### src/rtl/slt_seq_pkg.sv
// Shared types and constants for the MSX slot bus sequencer.
package slt_seq_pkg;

    typedef enum logic [2:0] {
        ST_IDLE,
        ST_REG_RD,
        ST_REG_WR,
        ST_MEM,
        ST_HOLD,
        ST_ERR
    } seq_state_e;

    localparam logic [15:0] EXT_REG_ADDR    = 16'hFFFF;
    localparam logic        BUFDIR_TO_CPU   = 1'b1;
    localparam logic        BUFDIR_FROM_CPU = 1'b0;
    localparam logic [3:0]  EXT_NONE        = 4'b1111;

    function automatic logic [3:0] subslot_sel_n(input logic [1:0] sel);
        return ~(4'b0001 << sel);
    endfunction

endpackage

### src/rtl/slt_bus_sequencer_wdog.sv
// Active-cycle watchdog: counter cleared on cycle entry, sticky TIMEOUT flag.
module slt_wdog
    import slt_seq_pkg::*;
#(
    parameter logic [7:0] WDOG_LIMIT = 8'd255
) (
    input  logic clk_i,
    input  logic rst_ni,
    input  logic clr_i,
    input  logic act_i,
    output logic trip_o,
    output logic timeout_o
);

    logic [7:0] cnt_q, cnt_d;
    logic       timeout_q;

    always_comb begin
        cnt_d = cnt_q;
        if (clr_i) begin
            cnt_d = '0;
        end else if (act_i && (cnt_q != '1)) begin
            cnt_d = cnt_q + 8'd1;
        end
    end

    assign trip_o    = act_i && !clr_i && (cnt_d == WDOG_LIMIT);
    assign timeout_o = timeout_q;

    always_ff @(posedge clk_i or negedge rst_ni) begin
        if (!rst_ni) begin
            cnt_q     <= '0;
            timeout_q <= 1'b0;
        end else begin
            cnt_q     <= cnt_d;
            timeout_q <= timeout_q | trip_o;
        end
    end

endmodule

### src/rtl/slt_bus_sequencer.sv
// MSX slot bus sequencer: sub-slot decode, expansion register access and buffer control.
// Optional watchdog enabled by defining SLT_WDOG_EN.
module slt_bus_sequencer
    import slt_seq_pkg::*;
#(
    parameter int unsigned HOLD_CYC   = 1,
    parameter logic [7:0]  WDOG_LIMIT = 8'd255
) (
    input  logic        SLT_CLOCK,
    input  logic        SLT_RESETn,
    input  logic        SLT_SLTSL,
    input  logic        SLT_RDn,
    input  logic        SLT_WEn,
    input  logic [15:0] SLT_A,
    input  logic [1:0]  SUBSEL,
    input  logic [3:0]  EXTBUSDIR,
    output logic [3:0]  EXT_SLTSLn,
    output logic        BUF_OEn,
    output logic        BUF_DIR,
    output logic        REG_RD_EN,
    output logic        REG_WR_STB,
    output logic        SLT_BUSDIR,
    output logic        TIMEOUT
);

    localparam logic [1:0] HOLD_LAST = 2'(HOLD_CYC - 1);

    seq_state_e state_q;
    logic [1:0] hold_cnt_q;
    logic       mem_rd_q;
    logic       buf_oen_q, buf_dir_q, reg_rd_en_q, reg_wr_stb_q, busdir_q;

    logic req_rd, req_wr, both_low, cyc_end, is_reg, wdog_trip;

    assign req_rd   = !SLT_SLTSL && !SLT_RDn &&  SLT_WEn;
    assign req_wr   = !SLT_SLTSL &&  SLT_RDn && !SLT_WEn;
    assign both_low = !SLT_SLTSL && !SLT_RDn && !SLT_WEn;
    assign cyc_end  =  SLT_SLTSL || (SLT_RDn && SLT_WEn);
    assign is_reg   = (SLT_A == EXT_REG_ADDR);

`ifdef SLT_WDOG_EN
    logic wdog_clr, wdog_act;

    assign wdog_clr = (state_q == ST_IDLE) && (req_rd || req_wr);
    assign wdog_act = (state_q == ST_REG_RD) || (state_q == ST_REG_WR) || (state_q == ST_MEM);

    slt_wdog #(
        .WDOG_LIMIT(WDOG_LIMIT)
    ) u_wdog (
        .clk_i     (SLT_CLOCK),
        .rst_ni    (SLT_RESETn),
        .clr_i     (wdog_clr),
        .act_i     (wdog_act),
        .trip_o    (wdog_trip),
        .timeout_o (TIMEOUT)
    );
`else
    logic unused_wdog_cfg;

    assign unused_wdog_cfg = ^WDOG_LIMIT;
    assign wdog_trip       = 1'b0;
    assign TIMEOUT         = 1'b0;
`endif

    // Sub-slot select is decoded straight from the pins so memory devices see zero latency.
    always_comb begin
        EXT_SLTSLn = EXT_NONE;
        if (SLT_RESETn && !SLT_SLTSL && !is_reg && (state_q != ST_ERR)) begin
            EXT_SLTSLn = subslot_sel_n(SUBSEL);
        end
    end

    always_ff @(posedge SLT_CLOCK or negedge SLT_RESETn) begin
        if (!SLT_RESETn) begin
            state_q      <= ST_IDLE;
            hold_cnt_q   <= '0;
            mem_rd_q     <= 1'b0;
            buf_oen_q    <= 1'b1;
            buf_dir_q    <= BUFDIR_FROM_CPU;
            reg_rd_en_q  <= 1'b0;
            reg_wr_stb_q <= 1'b0;
            busdir_q     <= 1'b1;
        end else begin
            reg_wr_stb_q <= 1'b0;
            unique case (state_q)
                ST_IDLE: begin
                    hold_cnt_q <= '0;
                    if (both_low) begin
                        state_q <= ST_ERR;
                    end else if (req_rd || req_wr) begin
                        if (is_reg && req_rd) begin
                            state_q     <= ST_REG_RD;
                            reg_rd_en_q <= 1'b1;
                            buf_oen_q   <= 1'b0;
                            buf_dir_q   <= BUFDIR_TO_CPU;
                            busdir_q    <= 1'b0;
                        end else if (is_reg) begin
                            state_q      <= ST_REG_WR;
                            reg_wr_stb_q <= 1'b1;
                        end else begin
                            state_q   <= ST_MEM;
                            mem_rd_q  <= req_rd;
                            buf_oen_q <= 1'b0;
                            buf_dir_q <= req_rd ? BUFDIR_TO_CPU : BUFDIR_FROM_CPU;
                            busdir_q  <= req_rd ? EXTBUSDIR[SUBSEL] : 1'b1;
                        end
                    end
                end
                ST_REG_RD, ST_REG_WR, ST_MEM: begin
                    if (wdog_trip) begin
                        state_q     <= ST_ERR;
                        buf_oen_q   <= 1'b1;
                        buf_dir_q   <= BUFDIR_FROM_CPU;
                        reg_rd_en_q <= 1'b0;
                        busdir_q    <= 1'b1;
                    end else if (cyc_end) begin
                        // Buffer enable/direction are deliberately left as-is through HOLD.
                        state_q     <= ST_HOLD;
                        hold_cnt_q  <= '0;
                        reg_rd_en_q <= 1'b0;
                        busdir_q    <= 1'b1;
                    end else if (state_q == ST_MEM) begin
                        busdir_q <= mem_rd_q ? EXTBUSDIR[SUBSEL] : 1'b1;
                    end
                end
                ST_HOLD: begin
                    if (hold_cnt_q == HOLD_LAST) begin
                        state_q   <= ST_IDLE;
                        buf_oen_q <= 1'b1;
                        buf_dir_q <= BUFDIR_FROM_CPU;
                    end else begin
                        hold_cnt_q <= hold_cnt_q + 2'd1;
                    end
                end
                ST_ERR: begin
                    if (SLT_RDn && SLT_WEn) begin
                        state_q <= ST_IDLE;
                    end
                end
                default: state_q <= ST_IDLE;
            endcase
        end
    end

    assign BUF_OEn    = buf_oen_q;
    assign BUF_DIR    = buf_dir_q;
    assign REG_RD_EN  = reg_rd_en_q;
    assign REG_WR_STB = reg_wr_stb_q;
    assign SLT_BUSDIR = busdir_q;

endmodule

### config.mk
export PLATFORM = sky130hd
export DESIGN_NAME = slt_bus_sequencer
export DESIGN_NICKNAME = d
export VERILOG_FILES = /design/src/rtl/slt_seq_pkg.sv /design/src/rtl/slt_bus_sequencer_wdog.sv /design/src/rtl/slt_bus_sequencer.sv
export SDC_FILE = /design/constraint.sdc
export NUM_CORES = 1
export LEC_CHECK = 0
export BUFFER_PORTS_ARGS = -buffer_cell sky130_fd_sc_hd__buf_2
export CAP_MARGIN = 20
export CORE_MARGIN = 3
export CORE_UTILIZATION = 48
export CTS_CLUSTER_DIAMETER = 150
export DETAILED_ROUTE_END_ITERATION = 10
export GPL_TIMING_DRIVEN = 0
export PLACE_DENSITY_LB_ADDON = 0.1
export RECOVER_POWER = 50
export SYNTH_ARGS = -nofsm -noshare
export SYNTH_HDL_FRONTEND = slang
export SYNTH_SLANG_ARGS = --single-unit
### constraint.sdc
create_clock -name SLT_CLOCK -period 2.95 [get_ports SLT_CLOCK]
set_clock_uncertainty 0.1 [all_clocks]
set_input_delay 0.295 -clock SLT_CLOCK [delete_from_list [all_inputs] [get_ports SLT_CLOCK]]
set_output_delay 0.295 -clock SLT_CLOCK [all_outputs]
set_load 0.1 [all_outputs]
==> impl_metrics.json, run 1 <==
{
  "outcome": "complete, no violations",
  "clock_latency_of_the_later_clocked_register_in_the_worst_skew_pair_ns": 0.27,
  "final-max-slew-violation-count": 0,
  "asyncSetResetFlopFracSynth_pct": 100,
  "fin_setup_tns_ns": 0,
  "drt-vias-per-instance": 5.57,
  "die_area_um2": 2100,
  "critPathKind": "input port to output port",
  "worst_ep_arrival_time_ns": 2.01,
  "grt_overflow": 0,
  "final_nets": 157,
  "worst_ep_required_time_ns": 2.56,
  "grt_setup_unrepaired": "false",
  "yosys_warnings": 0,
  "syn-cell-area_um2": 761,
  "critical_path_peak_fanout": 8,
  "grt_pass1_wl_um": 3030,
  "grt_most_used_layer": "met2",
  "number_of_failing_setup_endpoints_in_the_final_timing_report": 0,
  "h-tree-depth": 1,
  "diodes": 0,
  "die_w_um": 45.8,
  "dr.pass1.iters": 4,
  "cts_max_path_buffers": 2,
  "detail_route.drc_violations": 0,
  "grt_max_degree": 13,
  "grtUsageMet3_pct": 3.95,
  "cells_resized_by_post_cts_repair": 0,
  "placed_cells_incl_taps": 138,
  "crit_path_max_incr_delay_ns": 0.50,
  "placement_rows": 13,
  "worstSetupStartpointType": "input port",
  "ys_types": 40,
  "grt_util_all_layers_pct": 20.2,
  "multi_input_comb_area_um2": 442,
  "drv.max_cap_violation_count": 0,
  "mean_area_per_synthesized_cell_um2": 8.55,
  "final.min_clock_period_ns": 2.41,
  "yosys_register_bits": 11,
  "maxSlewHeadroom_pct": 22.8,
  "timing.critical_path.slowest_stage_cell": "or4_1",
  "postSynthNetCount": 117,
  "chip_height_um": 45.8,
  "grt_pass1_vias": 764,
  "yosys_most_used_dff": "dfrtp_1",
  "i_o_pins": 37,
  "ant_nets": 0,
  "leakagePower_nw": 0.441,
  "placement.io_buffers": 34,
  "cts_bufs_inserted": 3,
  "worst_path_most_repeated_cell": "buf_2",
  "holdCritPathClass": "input port to asynchronous set/reset pin",
  "final_cell_mix": "33 x buf_2, 10 x nand2_1, 9 x dfrtp_1, 8 x nor2_1, 8 x clkbuf_1",
  "post-place-ws_ns": 0.552,
  "timing.reg2reg.worst_path_depth": 5,
  "layout.cells.most_common": "buf_2",
  "timing.final.ws_setup_ns": 0.542,
  "core_um2": 1400,
  "hpwl_dp_um": 1400,
  "syn-instance-count": 89,
  "clk_pin_slew_ns": 0.07,
  "synthToLayoutAreaGrowth_pct": 28.9,
  "final_cell_count_no_fill": 143,
  "cts_tree": "built",
  "layout-drive-gt1-share_pct": 33.6,
  "tightestPinTransition_ns": 1.16,
  "power.density_cell_area_nw_per_um2": 820,
  "finalPower_uw": 804,
  "detailroute.via_count": 796,
  "totalWireLength_um": 1810,
  "fmaxAchievable_mhz": 415,
  "cts_root_buffer": "clkbuf_4",
  "finalCritPeriodShare_pct": 81.6,
  "avgRoutedWirePerCell_um": 12.6,
  "part_of_the_yosys_area_used_for_sequential_elements_pct": 36.5,
  "max-vdd-ir-drop_v": 0.000549,
  "number_of_hold_buffers_added_after_cts": 1,
  "grtUsageMet2_pct": 32.6,
  "grt.met1_usage_pct": 25.3,
  "globalplace.congestion": 0.868,
  "final-hold-violation-count": 0,
  "iteration_0_drc_markers": 7,
  "cts_num_sinks": 11,
  "cp-end-kind": "output port",
  "synth-edff-count": 0,
  "timing.critical_path.cells": "buf_2 -> nand4_1 -> or4_1 -> buf_2 -> and4b_1 -> nor2b_1 -> nand2b_1 -> buf_2",
  "setup_fix_bufs_post_cts": 0,
  "initial_util_pct": 54.4,
  "fillers": 128,
  "seq_area_um2": 278,
  "grt_antenna_before_repair": 0
}
sequential cells by signal, indices dropped and copies added (netlist names):
signal and flops:
BUF_OEn 1, hold_cnt_q 2, REG_RD_EN 1, SLT_BUSDIR 1, state_q 3, mem_rd_q 1
BUF_DIR 1, REG_WR_STB 1
synthesized netlist by cell type, types with 2 or more instances:
cell type | count | area share (%)
o31ai_1 | 2 | 2.0
nor4_1 | 2 | 1.6
nand2_1 | 10 | 4.9
nand2b_1 | 2 | 1.6
a21oi_1 | 4 | 2.6
nor3_1 | 2 | 1.3
nor2_1 | 8 | 3.9
nand4_1 | 4 | 3.3
clkbuf_1 | 3 | 1.5
nor2b_1 | 2 | 1.6
buf_2 | 2 | 1.3
mux2_2 | 2 | 3.0
nand3b_1 | 3 | 3.0
inv_1 | 2 | 0.99
dfrtp_1 | 9 | 30
o21ai_0 | 7 | 4.6
dfstp_2 | 2 | 6.9
power by group:
part / internal, mW / total (mW) / switching, mW / leakage (nW)
sequential: 0.204 / 0.247 / 0.0430 / 0.142
combinational: 0.140 / 0.450 / 0.310 / 0.284
clock: 0.0524 / 0.106 / 0.0539 / 0.0150
total: 0.397 / 0.804 / 0.407 / 0.441
cell type report:
class	instances	share of cell area [%]
sequential	11	28.3
buffer	7	3.32
clock buffer	4	2.68
inverter	2	0.765
multi-input combinational	69	45.0
timing repair buffer	35	18.0
tap	15	1.91
worst paths after layout:
path | from | end | slack (ns)
max | SLT_A[9] | EXT_SLTSLn[0] | 0.54
min | SLT_RESETn | hold_cnt_q[1] | 0.32
max reg2reg | state_q[2] | mem_rd_q | 1.08
min reg2reg | BUF_OEn | BUF_OEn | 0.39
max in group asynchronous | SLT_RESETn | BUF_OEn | 2.16
min in group SLT_CLOCK | SLT_SLTSL | state_q[2] | 0.33
routing by layer:
layer	up-vias	share of wire, %
li1	400	-
met1	363	44
met2	28	47
met3	5	6.8
met4	0	2.0
met5	-	0
kinds of logic (layout without fill, tap and decap cells):
group                      after synthesis  after routing  share of synthesized area, %
AOI/OAI and AO/OA                       20             20                          17.1
xor gates and xnor gates                 1              1                          1.15
adders and majority gates                1              1                          1.64
buffers and inverters                    9             48                          5.43
DFF                                     11             11                          36.5
muxes                                    5              5                          8.72
other                                    1              1                         0.493
and+or+nand+nor                         41             41                          28.9
worst max-delay path, delay by kind of cell:
kind	cells	cell delay [ns]
buffers and inverters	3	0.66
and+or+nand+nor	5	1.04
per-stage QoR:
| step | cell area [µm²] | hold slack [ns] | utilization (%) |
|---|---|---|---|
| 2_1_floorplan | 761 | -0.101 | - |
| 3_3_place_gp | 950 | 0.0802 | 67.9 |
| 3_5_place_dp | 950 | 0.0837 | 67.9 |
| 4_1_cts | 986 | 0.320 | 70.5 |
| 5_1_grt | 981 | 0.331 | 70.1 |
| 6_report | 981 | 0.320 | 70.1 |
No activity file was read; power rests on OpenSTA's default activity.
==> inputs of run 2 (changes only) <==
CORE_UTILIZATION = 44   (was 48)
clock period = 2.3 ns   (was 2.95 ns; I/O delays follow)
==> impl_metrics.json, run 2 (synthesis gave the netlist of run 1 again) <==
{
  "grt_antenna_before_repair": 0,
  "die_w_um": 47.6,
  "placed_cells_incl_taps": 139,
  "finalCritPeriodShare_pct": 94.5,
  "clk_pin_slew_ns": 0.07,
  "layout-drive-gt1-share_pct": 34.4,
  "max_flop_register": "state_q",
  "grt_overflow": 0,
  "initial_util_pct": 48.8,
  "leakagePower_nw": 0.447,
  "final_cell_count_no_fill": 144,
  "synthToLayoutAreaGrowth_pct": 30.4,
  "critPathKind": "input port to output port",
  "cts_bufs_inserted": 3,
  "final-hold-violation-count": 0,
  "avgRoutedWirePerCell_um": 12.8,
  "final.min_clock_period_ns": 2.17,
  "grt_setup_unrepaired": "false",
  "maxSlewHeadroom_pct": 22.8,
  "power.density_cell_area_nw_per_um2": 1030,
  "critical_path_peak_fanout": 8,
  "cp-end-kind": "output port",
  "layout.cells.most_common": "buf_2",
  "detailroute.via_count": 792,
  "setup_fix_bufs_post_cts": 0,
  "iteration_0_drc_markers": 13,
  "worst_ep_arrival_time_ns": 1.84,
  "holdCritPathClass": "input port to asynchronous set/reset pin",
  "ant_nets": 0,
  "placement.io_buffers": 34,
  "final_cell_mix": "30 x buf_2, 10 x nand2_1, 9 x dfrtp_1, 8 x nor2_1, 8 x clkbuf_1",
  "timing.hold.ws_ns": 0.253,
  "core_um2": 1560,
  "cts_max_path_buffers": 2,
  "final-max-slew-violation-count": 0,
  "diodes": 0,
  "detail_route.drc_violations": 0,
  "grt_util_all_layers_pct": 18.2,
  "h-tree-depth": 1,
  "tightestPinTransition_ns": 1.16,
  "drt-vias-per-instance": 5.50,
  "max-vdd-ir-drop_v": 0.000893,
  "largest_register_ffs": 3,
  "grt_max_degree": 13,
  "placement_rows": 14,
  "chip_height_um": 47.6,
  "die_area_um2": 2260,
  "fin_setup_tns_ns": 0,
  "hpwl_dp_um": 1480,
  "grt_pass1_vias": 705,
  "final_nets": 157,
  "grt_pass1_wl_um": 2880,
  "largest_registers": "state_q (3), hold_cnt_q (2)",
  "clock_latency_of_the_later_clocked_register_in_the_worst_skew_pair_ns": 0.27,
  "worstSetupStartpointType": "input port",
  "totalWireLength_um": 1850,
  "dr.pass1.iters": 5,
  "cts_root_buffer": "clkbuf_4",
  "fmaxAchievable_mhz": 460,
  "cts_tree": "built",
  "number_of_failing_setup_endpoints_in_the_final_timing_report": 0,
  "drv.max_cap_violation_count": 0,
  "globalplace.congestion": 0.841,
  "outcome": "complete, no violations",
  "i_o_pins": 37,
  "worst_ep_required_time_ns": 1.97,
  "cts_num_sinks": 11,
  "fillers": 140
}
==> run 2: final timing paths <==
kind,start,to,slack [ns],cells after the start
worst max-delay path,SLT_A[4],EXT_SLTSLn[2],0.13,8
worst min-delay path,SLT_RESETn,hold_cnt_q[1],0.25,2
worst max register to register,state_q[0],state_q[1],0.42,5
worst min register to register,BUF_OEn,BUF_OEn,0.38,1
max in group asynchronous,SLT_RESETn,SLT_BUSDIR,1.62,2
min in group SLT_CLOCK,SLT_SLTSL,state_q[2],0.27,4
==> run 2: cell type report <==
| class | count | area (µm²) | area share (%) |
|---|---|---|---|
| sequential | 11 | 278 | 28.0 |
| multi-input combinational | 69 | 444 | 44.8 |
| timing repair buffer | 35 | 184 | 18.5 |
| clock buffer | 4 | 26.3 | 2.65 |
| inverter | 2 | 7.51 | 0.757 |
| tap | 16 | 20.0 | 2.02 |
| buffer | 7 | 32.5 | 3.28 |
==> run 2: critical path, stage by stage <==
cell	delay [ns]
buf_2	0.08
nand4_1	0.07
or4_1	0.51
buf_2	0.18
and4b_1	0.24
nor2b_1	0.16
nand2_1	0.06
clkbuf_4	0.32
==> run 2: metal layers <==
metal,global-route usage (%),wire (µm),share of wire (%)
met2,28.6,922,50
met3,5.64,108,5.8
met4,7.53,23,1.2
met1,23.1,794,43
met5,0,0,0
==> run 2: where the power goes <==
| group | switching, mW | internal (mW) |
|---|---|---|
| combinational | 0.394 | 0.181 |
| sequential | 0.0547 | 0.262 |
| clock | 0.0668 | 0.0672 |
| total | 0.516 | 0.511 |
==> run 2: stage by stage <==
stage | utilization, % | cell area (µm²) | power [mW] | worst slack [ns]
2_1_floorplan | - | 763 | 0.781 | -0.00519
3_3_place_gp | 61.2 | 953 | 0.892 | 0.0391
3_5_place_dp | 61.2 | 953 | 0.894 | 0.0333
4_1_cts | 63.5 | 990 | 1.03 | 0.0259
5_1_grt | 63.6 | 992 | 1.10 | 0.0469
6_report | 63.6 | 992 | 1.03 | 0.126
==> run 2: timing repair <==
item,CTS,global route
endpoints found under the setup margin,0,2
hold buffers,1,0
gates resized for setup,0,3
endpoints found under the hold margin,11,0
